===== config.mk =====
export PLATFORM = sky130hd
export DESIGN_NAME = axis_skid_fifo_flat
export DESIGN_NICKNAME = d
export VERILOG_FILES = /design/src/rtl/axis_if.sv /design/src/rtl/axis_skid_fifo.sv /design/src/flat_wrapper.sv
export SDC_FILE = /design/constraint.sdc
export NUM_CORES = 1
export LEC_CHECK = 0
export CORE_MARGIN = 10
export CORE_UTILIZATION = 62
export CTS_BUF_LIST = sky130_fd_sc_hd__clkbuf_8
export CTS_CLUSTER_DIAMETER = 50
export DETAILED_ROUTE_END_ITERATION = 7
export GPL_TIMING_DRIVEN = 1
export HOLD_SLACK_MARGIN = 0.06
export PLACE_DENSITY_LB_ADDON = 0.2
export SLEW_MARGIN = 10
export SYNTH_ARGS = -nofsm -noshare
export SYNTH_HDL_FRONTEND = slang
export SYNTH_SLANG_ARGS = --single-unit

===== constraint.sdc =====
create_clock -name clk -period 6.2 [get_ports clk]
set_clock_uncertainty 0.15 [all_clocks]
set_input_delay 1.24 -clock clk [delete_from_list [all_inputs] [get_ports clk]]
set_output_delay 1.24 -clock clk [all_outputs]
set_load 0.02 [all_outputs]

===== src/rtl/axis_if.sv =====
// AXI-Stream handshake bundle: data, valid, last and ready for one stream direction.
interface axis_if #(
   parameter int DW = 24
) ();
   logic [DW-1:0] tdata;
   logic          tvalid;
   logic          tlast;
   logic          tready;

   modport master (output tdata, output tvalid, output tlast, input tready);
   modport slave  (input tdata, input tvalid, input tlast, output tready);
endinterface


===== src/rtl/axis_skid_fifo.sv =====
// AXI-Stream elastic buffer: output register backed by a small circular store,
// with occupancy/almost-full reporting and optional store-and-forward gating.
module axis_skid_fifo #(
   parameter int DW          = 24,
   parameter int DEPTH       = 4,
   parameter int AFULL       = 3,
   parameter int PACKET_MODE = 0
) (
   input  logic                       clk,
   input  logic                       rst,
   axis_if.slave                      s_axis,
   axis_if.master                     m_axis,
   output logic [$clog2(DEPTH+1)-1:0] count,
   output logic                       almost_full
);
   localparam int CW = $clog2(DEPTH + 1);
   localparam int PW = $clog2(DEPTH);

   // The store never holds more than DEPTH-1 words (one lives in the output
   // register); it is sized DEPTH so the pointers wrap naturally.
   logic [DW:0]    mem [DEPTH];
   logic [PW-1:0]  wr_ptr;
   logic [PW-1:0]  rd_ptr;
   logic [DW-1:0]  out_data;
   logic           out_last;
   logic           out_valid;

   logic           push;
   logic           pop;
   logic           mem_empty;
   logic           out_load;
   logic           bypass;
   logic           mem_rd;
   logic           mem_wr;
   logic [CW-1:0]  count_next;

   assign s_axis.tready = !rst && (count != CW'(DEPTH));
   assign m_axis.tdata  = out_data;
   assign m_axis.tlast  = out_last;

   always_comb begin
      push       = s_axis.tvalid && s_axis.tready;
      pop        = m_axis.tvalid && m_axis.tready;
      mem_empty  = (count == CW'(out_valid));
      out_load   = !out_valid || pop;
      bypass     = out_load && mem_empty && push;
      mem_rd     = out_load && !mem_empty;
      mem_wr     = push && !bypass;
      count_next = count + CW'(push) - CW'(pop);
   end

   always_ff @(posedge clk) begin
      if (rst) begin
         count       <= '0;
         almost_full <= 1'b0;
         out_valid   <= 1'b0;
         wr_ptr      <= '0;
         rd_ptr      <= '0;
      end else begin
         count       <= count_next;
         almost_full <= (count_next >= CW'(AFULL));
         if (out_load)
            out_valid <= push || !mem_empty;
         if (mem_wr)
            wr_ptr <= wr_ptr + PW'(1);
         if (mem_rd)
            rd_ptr <= rd_ptr + PW'(1);
      end
   end

   always_ff @(posedge clk) begin
      if (mem_wr)
         mem[wr_ptr] <= {s_axis.tlast, s_axis.tdata};
      if (mem_rd)
         {out_last, out_data} <= mem[rd_ptr];
      else if (bypass)
         {out_last, out_data} <= {s_axis.tlast, s_axis.tdata};
   end

   generate
      if (PACKET_MODE != 0) begin : g_pkt
         logic [CW-1:0] pkts;
         logic          pkt_in;
         logic          pkt_out;

         assign pkt_in  = push && s_axis.tlast;
         assign pkt_out = pop && m_axis.tlast;

         always_ff @(posedge clk) begin
            if (rst)
               pkts <= '0;
            else
               pkts <= pkts + CW'(pkt_in) - CW'(pkt_out);
         end

         // Release when a whole packet is stored, or when full so that
         // packets longer than the buffer cannot deadlock.
         assign m_axis.tvalid = out_valid && ((pkts != '0) || (count == CW'(DEPTH)));
      end else begin : g_cut
         assign m_axis.tvalid = out_valid;
      end
   endgenerate
endmodule


===== src/flat_wrapper.sv =====
// flat-port wrapper written by rule: the top's interface ports become plain ports
module axis_skid_fifo_flat 
#(
   parameter int DW          = 24,
   parameter int DEPTH       = 4,
   parameter int AFULL       = 3,
   parameter int PACKET_MODE = 0
)
  (clk, rst, count, almost_full, s_axis_tdata, s_axis_tvalid, s_axis_tlast, s_axis_tready, m_axis_tdata, m_axis_tvalid, m_axis_tlast, m_axis_tready);
  axis_if #(.DW(DW)) s_axis_i ();
  axis_if #(.DW(DW)) m_axis_i ();
  input  logic clk;
  input  logic rst;
  output logic [$clog2(DEPTH+1)-1:0] count;
  output logic almost_full;
  input wire logic [$bits(s_axis_i.tdata)-1:0] s_axis_tdata;
  input wire logic [$bits(s_axis_i.tvalid)-1:0] s_axis_tvalid;
  input wire logic [$bits(s_axis_i.tlast)-1:0] s_axis_tlast;
  output wire logic [$bits(s_axis_i.tready)-1:0] s_axis_tready;
  output wire logic [$bits(m_axis_i.tdata)-1:0] m_axis_tdata;
  output wire logic [$bits(m_axis_i.tvalid)-1:0] m_axis_tvalid;
  output wire logic [$bits(m_axis_i.tlast)-1:0] m_axis_tlast;
  input wire logic [$bits(m_axis_i.tready)-1:0] m_axis_tready;
  assign s_axis_i.tdata = s_axis_tdata;
  assign s_axis_i.tvalid = s_axis_tvalid;
  assign s_axis_i.tlast = s_axis_tlast;
  assign s_axis_tready = s_axis_i.tready;
  assign m_axis_tdata = m_axis_i.tdata;
  assign m_axis_tvalid = m_axis_i.tvalid;
  assign m_axis_tlast = m_axis_i.tlast;
  assign m_axis_i.tready = m_axis_tready;
  axis_skid_fifo #(.DW(DW), .DEPTH(DEPTH), .AFULL(AFULL), .PACKET_MODE(PACKET_MODE)) u_core (.clk(clk), .rst(rst), .s_axis(s_axis_i), .m_axis(m_axis_i), .count(count), .almost_full(almost_full));
endmodule

==> run summary, run 1 <==
DRT iter0 DRCs - 146
number of synthesized flops with an enable pin - 125
WL/cell - 21.3 microns
Worst-Skew Late Latency - 420 ps
initial antenna violation count - 0
vias in the first global route - 2730
RSZ-0062 raised after global routing - false
Worst EP arrival - 2690 ps
gr usage total - 15.1%
clk root buf - clkbuf_8
worst hold path type - reg2reg
drt total wl - 9390 microns
Rows - 33
register area - 3980 sq um
drt drc - 0
Reg clk slew, reported paths - 70 ps
Worst path max stage delay - 680 ps
top_reg_cell synth - edfxtp_1
Post-Synthesis Cells - 251
worst r2r dst - u_core.almost_full$_SDFF_PP0_
DR pass1 iterations - 4
Synth cell types - 28
fin crit period - 4080 ps
Ports - 60
flop-to-flop setup slack - 3620 ps
GRT overflow - 0
max-slew violation count - 0
die area - 12700 sq um
Mean Syn Cell Area - 21.2 sq um
slowest cell on the critical path - clkdlybuf4s50_1
Worst Path Max Fanout - 10
routability cong. - 0.734
first-pass GRT wire length - 14700 microns
final hold vios - 0
Seq cells post-synth - 136
clk sink count - 136
Max-cap violations - 0
Post-CTS Setup Bufs - 0
largest net degree at the start of global routing - 26
post_cts resized - 0
Die Width - 113 microns
Multi-input gate area - 1290 sq um
Peak supply drop - 0.319 mV
total number of vias - 2553
CP dominant cell by count - clkdlybuf4s50_1
# setup viols final - 0
fin crit share - 65.9%
Reg-to-Reg Start - u_core.count[2]$_SDFF_PP0_
core area - 8300 sq um
CP Cell Sequence - clkdlybuf4s50_1 > inv_1 > and2_1 > clkdlybuf4s50_1
register area share after synthesis - 74.6%
cell area after synthesis - 5330 sq um
CP endpoint kind - output port
clock tree buffer depth - 2
Initial Util - 64.2%
Slew @ Worst Pin - 960 ps
# hold bufs at CTS - 0
Syn. warnings - 0
Layout area overhead - 19.9%
Overall Power - 0.00287 W
Reg2Reg Depth - 9
Detailed Place HPWL - 5900 microns
crit start category - input pin
Fmax - 0.245 GHz
Slew headroom - 35.8%
Filler Cells Inserted - 455
antenna viol nets, final - 0
number of diodes - 0
Die H - 113 microns
layout cell share with drive strength beyond 1 - 26.2%
cts bufs inserted - 17
Worst setup startpoint - rst
maximum level of the CTS H-tree - 4
Setup WS post-layout - 2120 ps
Post-synth ARST share - 0%
pre-CTS WS - 2120 ps
CTS tree - yes
vias per cell - 5.79
nets - 362
Leak - 2.20 nW
Post-Syn Nets - 287
Worst Path Required - 4810 ps
status - finished clean
crit path kind - in2out
PD cells - 450 nW/um^2
Fin Setup TNS - 0 ps
Worst setup endpoint - s_axis_tready
I/O Buffers - 59
==> worst min path at each step <==
stage / to / startpoint / depth (start not counted)
CTS: flop / u_core.rd_ptr[1]$_SDFFE_PP0P_ / 2
floorplan: flop / u_core.rd_ptr[1]$_SDFFE_PP0P_ / 2
global placement: u_core.rd_ptr[1]$_SDFFE_PP0P_ / u_core.rd_ptr[1]$_SDFFE_PP0P_ / 2
finish: flop / u_core.rd_ptr[1]$_SDFFE_PP0P_ / 2
global route: flop / u_core.rd_ptr[1]$_SDFFE_PP0P_ / 2
detailed placement: flop / u_core.rd_ptr[1]$_SDFFE_PP0P_ / 2
==> layer usage <==
metal | track usage (%) | wire length [microns] | vias up
li1 | - | - | 1153
met1 | 17.9 | 3820 | 1312
met2 | 24.8 | 4900 | 77
met3 | 5.28 | 540 | 11
met4 | 5.92 | 137 | 0
met5 | 0 | 0 | -
==> logic make-up (layout without fill, tap and decap cells) <==
group	Yosys count	count (layout)	synth area share (%)
XOR/XNOR	2	2	0.329
flip-flops	136	136	74.6
multiplexers	52	52	17.7
AND/OR/NAND/NOR	21	21	2.23
adder cells (fa/ha/maj)	7	7	1.78
AO/OA/AOI/OAI	15	15	1.78
buffers and inverters	18	103	1.62
==> through the flow <==
stage / util, % / cells / cell area [sq um] / hold slack (ps)
finish: 77.0 / 441 / 6390 / 341
global route: 77.0 / 441 / 6390 / 397
CTS: 77.0 / 441 / 6390 / 351
detailed placement: 73.1 / 412 / 6060 / 341
global placement: 73.1 / 412 / 6060 / 325
floorplan: - / 251 / 5330 / 309
==> worst max-delay path: cells and delay by family <==
kind	cells	cell delay (ps)
buf+inv	3	1300
simple gates	1	150
==> power by group <==
part,switching (W),internal [W]
Combinational,0.000453,0.000517
Clock,0.000303,0.000302
Sequential,0.0000903,0.00121
==> registers in the layout (all words and copies together), names as in the netlist, named ones only <==
name and cells:
u_core.m_axis.tdata 24, u_core.rd_ptr 2, u_core.wr_ptr 2, u_core.almost_full 1
u_core.m_axis.tvalid 1, u_core.mem 100, u_core.count 3, u_core.m_axis.tlast 1
==> cell usage in the layout, fill, tap and decap left out, drive strengths merged <==
cell type,count
clkinvlp,3
and2,2
inv,11
a21oi,4
or3,1
nor2b,2
edfxtp,125
nor2,5
mux4,25
clkdlybuf4s50,59
xnor2,2
o21a,1
o21ai,6
a21o,2
fa,1
and3,5
buf,6
nand3,4
a21boi,2
mux2,27
clkinv,6
or3b,2
ha,6
dfxtp,11
clkbuf,17
bufinv,1
==> area by class of cell <==
cell class | instances | share of cell area, %
well taps | 105 | 2.06
inverters | 9 | 0.529
multi-input cells | 97 | 20.2
clock inverters | 12 | 1.43
repair buffers | 65 | 9.95
flip-flops and latches | 136 | 62.2
clock buffers | 17 | 3.66
==> cells in the mapped netlist, types with 3 or more instances <==
master,n,area share [%]
mux2_4,20,5.6
a21oi_1,3,0.28
nand3_1,4,0.38
edfxtp_1,125,70
o21ai_0,6,0.56
and3_1,5,0.59
buf_2,3,0.28
inv_1,9,0.63
mux4_2,25,11
ha_1,6,1.4
mux2_2,7,1.5
nor2_1,5,0.35
clkbuf_1,3,0.21
dfxtp_1,11,4.1
Note: power is estimated with default switching activity, not from simulation.
==> run 2: changes to the inputs <==
Settings changed: CORE_UTILIZATION 62 to 58.
Clock period 6.2 ns to 3.95 ns, I/O delays scaled along.
==> run 2 against run 1 <==
Via count up 1.1%. First-iteration DRC count up 23%. Sequential power up 57%. Sequential share of layout area down 0.54 points. Power up 59%. Critical path type unchanged. Die area up 5.6%. Highest routed layer unchanged.
==> run summary, run 2 (same netlist as run 1, synthesis figures left out) <==
Slew headroom - 38.7%
vias in the first global route - 2810
Reg-to-Reg Start - u_core.count[2]$_SDFF_PP0_
post_cts resized - 0
vias per cell - 5.77
Die Width - 116 microns
max reg flops - 100
GRT met2 Usage - 23.8%
Leak - 2.22 nW
CP Cell Sequence - clkdlybuf4s50_1 > inv_1 > and2_1 > clkdlybuf4s50_1
gr usage total - 14.7%
PD cells - 709 nW/um^2
flop-to-flop setup slack - 1320 ps
largest reg by FF count - u_core.mem
Worst Path Required - 3010 ps
most frequent cells in the layout - edfxtp_1, clkdlybuf4s50_1, mux4_2, mux2_4, clkbuf_8
Rows - 34
layout cell share with drive strength beyond 1 - 27.1%
Layout area overhead - 20.9%
Reg clk slew, reported paths - 70 ps
Max-cap violations - 0
Initial Util - 60.2%
fin crit share - 80.4%
CTS tree - yes
drt total wl - 9410 microns
crit start category - input pin
clock tree buffer depth - 2
Overall Power - 0.00457 W
core area - 8850 sq um
WHS Path Cells - 2
met3 usage - 4.81%
antenna viol nets, final - 0
first-pass GRT wire length - 14900 microns
Core Util, Final - 72.8%
maximum level of the CTS H-tree - 4
Worst-Skew Late Latency - 410 ps
# setup viols final - 0
Worst Path Max Fanout - 10
fin crit period - 3180 ps
cts bufs inserted - 17
I/O Buffers - 59
number of diodes - 0
final hold vios - 0
CP dominant cell by count - clkdlybuf4s50_1
met1 Use GR - 17.9%
Post-CTS Setup Bufs - 0
Fmax - 0.315 GHz
clk root buf - clkbuf_8
worst hold path type - reg2reg
crit path kind - in2out
nets - 363
largest net degree at the start of global routing - 28
hold path startpoint - u_core.rd_ptr[1]$_SDFFE_PP0P_
Inst Count DP - 416
DR pass1 iterations - 4
Fin Hold WS - 347 ps
Ports - 60
routability cong. - 0.804
WL/cell - 21.0 microns
max-slew violation count - 0
die area - 13400 sq um
drt drc - 0
Detailed Place HPWL - 5790 microns
Reg2Reg Depth - 9
RSZ-0062 raised after global routing - false
initial antenna violation count - 0
# hold bufs at CTS - 0
Slew @ Worst Pin - 920 ps
Worst EP arrival - 2240 ps
clk sink count - 136
Fin Setup TNS - 0 ps
Peak supply drop - 0.720 mV
most common cell after layout, fill and taps aside - edfxtp_1
slowest cell on the critical path - clkdlybuf4s50_1
Die H - 116 microns
CP endpoint kind - output port
DRT iter0 DRCs - 180
worst r2r dst - u_core.almost_full$_SDFF_PP0_
non-filler instance count after layout - 447
status - finished clean
Worst path max stage delay - 670 ps
GRT overflow - 0
total number of vias - 2581
layer with the highest usage - met2
-- run 2: critical path, delay by kind of cell --
| family | cells | cell delay (ps) |
|---|---|---|
| buffers and inverters | 3 | 1300 |
| and+or+nand+nor | 1 | 150 |
-- run 2: routing by layer --
layer / wire (microns) / share of wire [%] / vias to the layer above
met2: 4810 / 51 / 82
met5: 0 / 0 / -
li1: - / - / 1162
met3: 557 / 5.9 / 13
met4: 125 / 1.3 / 0
met1: 3920 / 42 / 1324
-- run 2: how the worst max path moves through the flow --
stage / start / to / slack (ps) / cells past startpoint
global route: rst / s_axis_tready / 710 / 4
finish: rst / s_axis_tready / 770 / 4
CTS: rst / s_axis_tready / 770 / 4
detailed placement: rst / u_core.almost_full$_SDFF_PP0_ / 650 / 10
floorplan: rst / u_core.m_axis.tdata[0]$_DFFE_PP_ / 90 / 6
global placement: rst / u_core.almost_full$_SDFF_PP0_ / 750 / 10
-- run 2: layout make-up --
cell class              count  area, sq um
multi-input cells          97         1290
well taps                 108          135
fillers                   548         2400
flip-flops and latches    136         3980
inverters                   9         33.8
repair buffers             66          668
clock buffers              17          234
clock inverters            14          111
-- run 2: through the flow --
step | setup WS [ps] | area (sq um)
floorplan | 88.3 | 5330
global placement | 754 | 6100
detailed placement | 648 | 6100
CTS | 766 | 6440
global route | 708 | 6440
finish | 773 | 6440
-- run 2: power by group --
| group | leakage, nW | switching (W) | total [W] | internal (W) |
|---|---|---|---|---|
| Combinational | 0.799 | 0.000704 | 0.00154 | 0.000839 |
| Clock | 0.178 | 0.000500 | 0.000986 | 0.000486 |
| Sequential | 1.24 | 0.000149 | 0.00204 | 0.00189 |
| Total | 2.22 | 0.00135 | 0.00457 | 0.00322 |
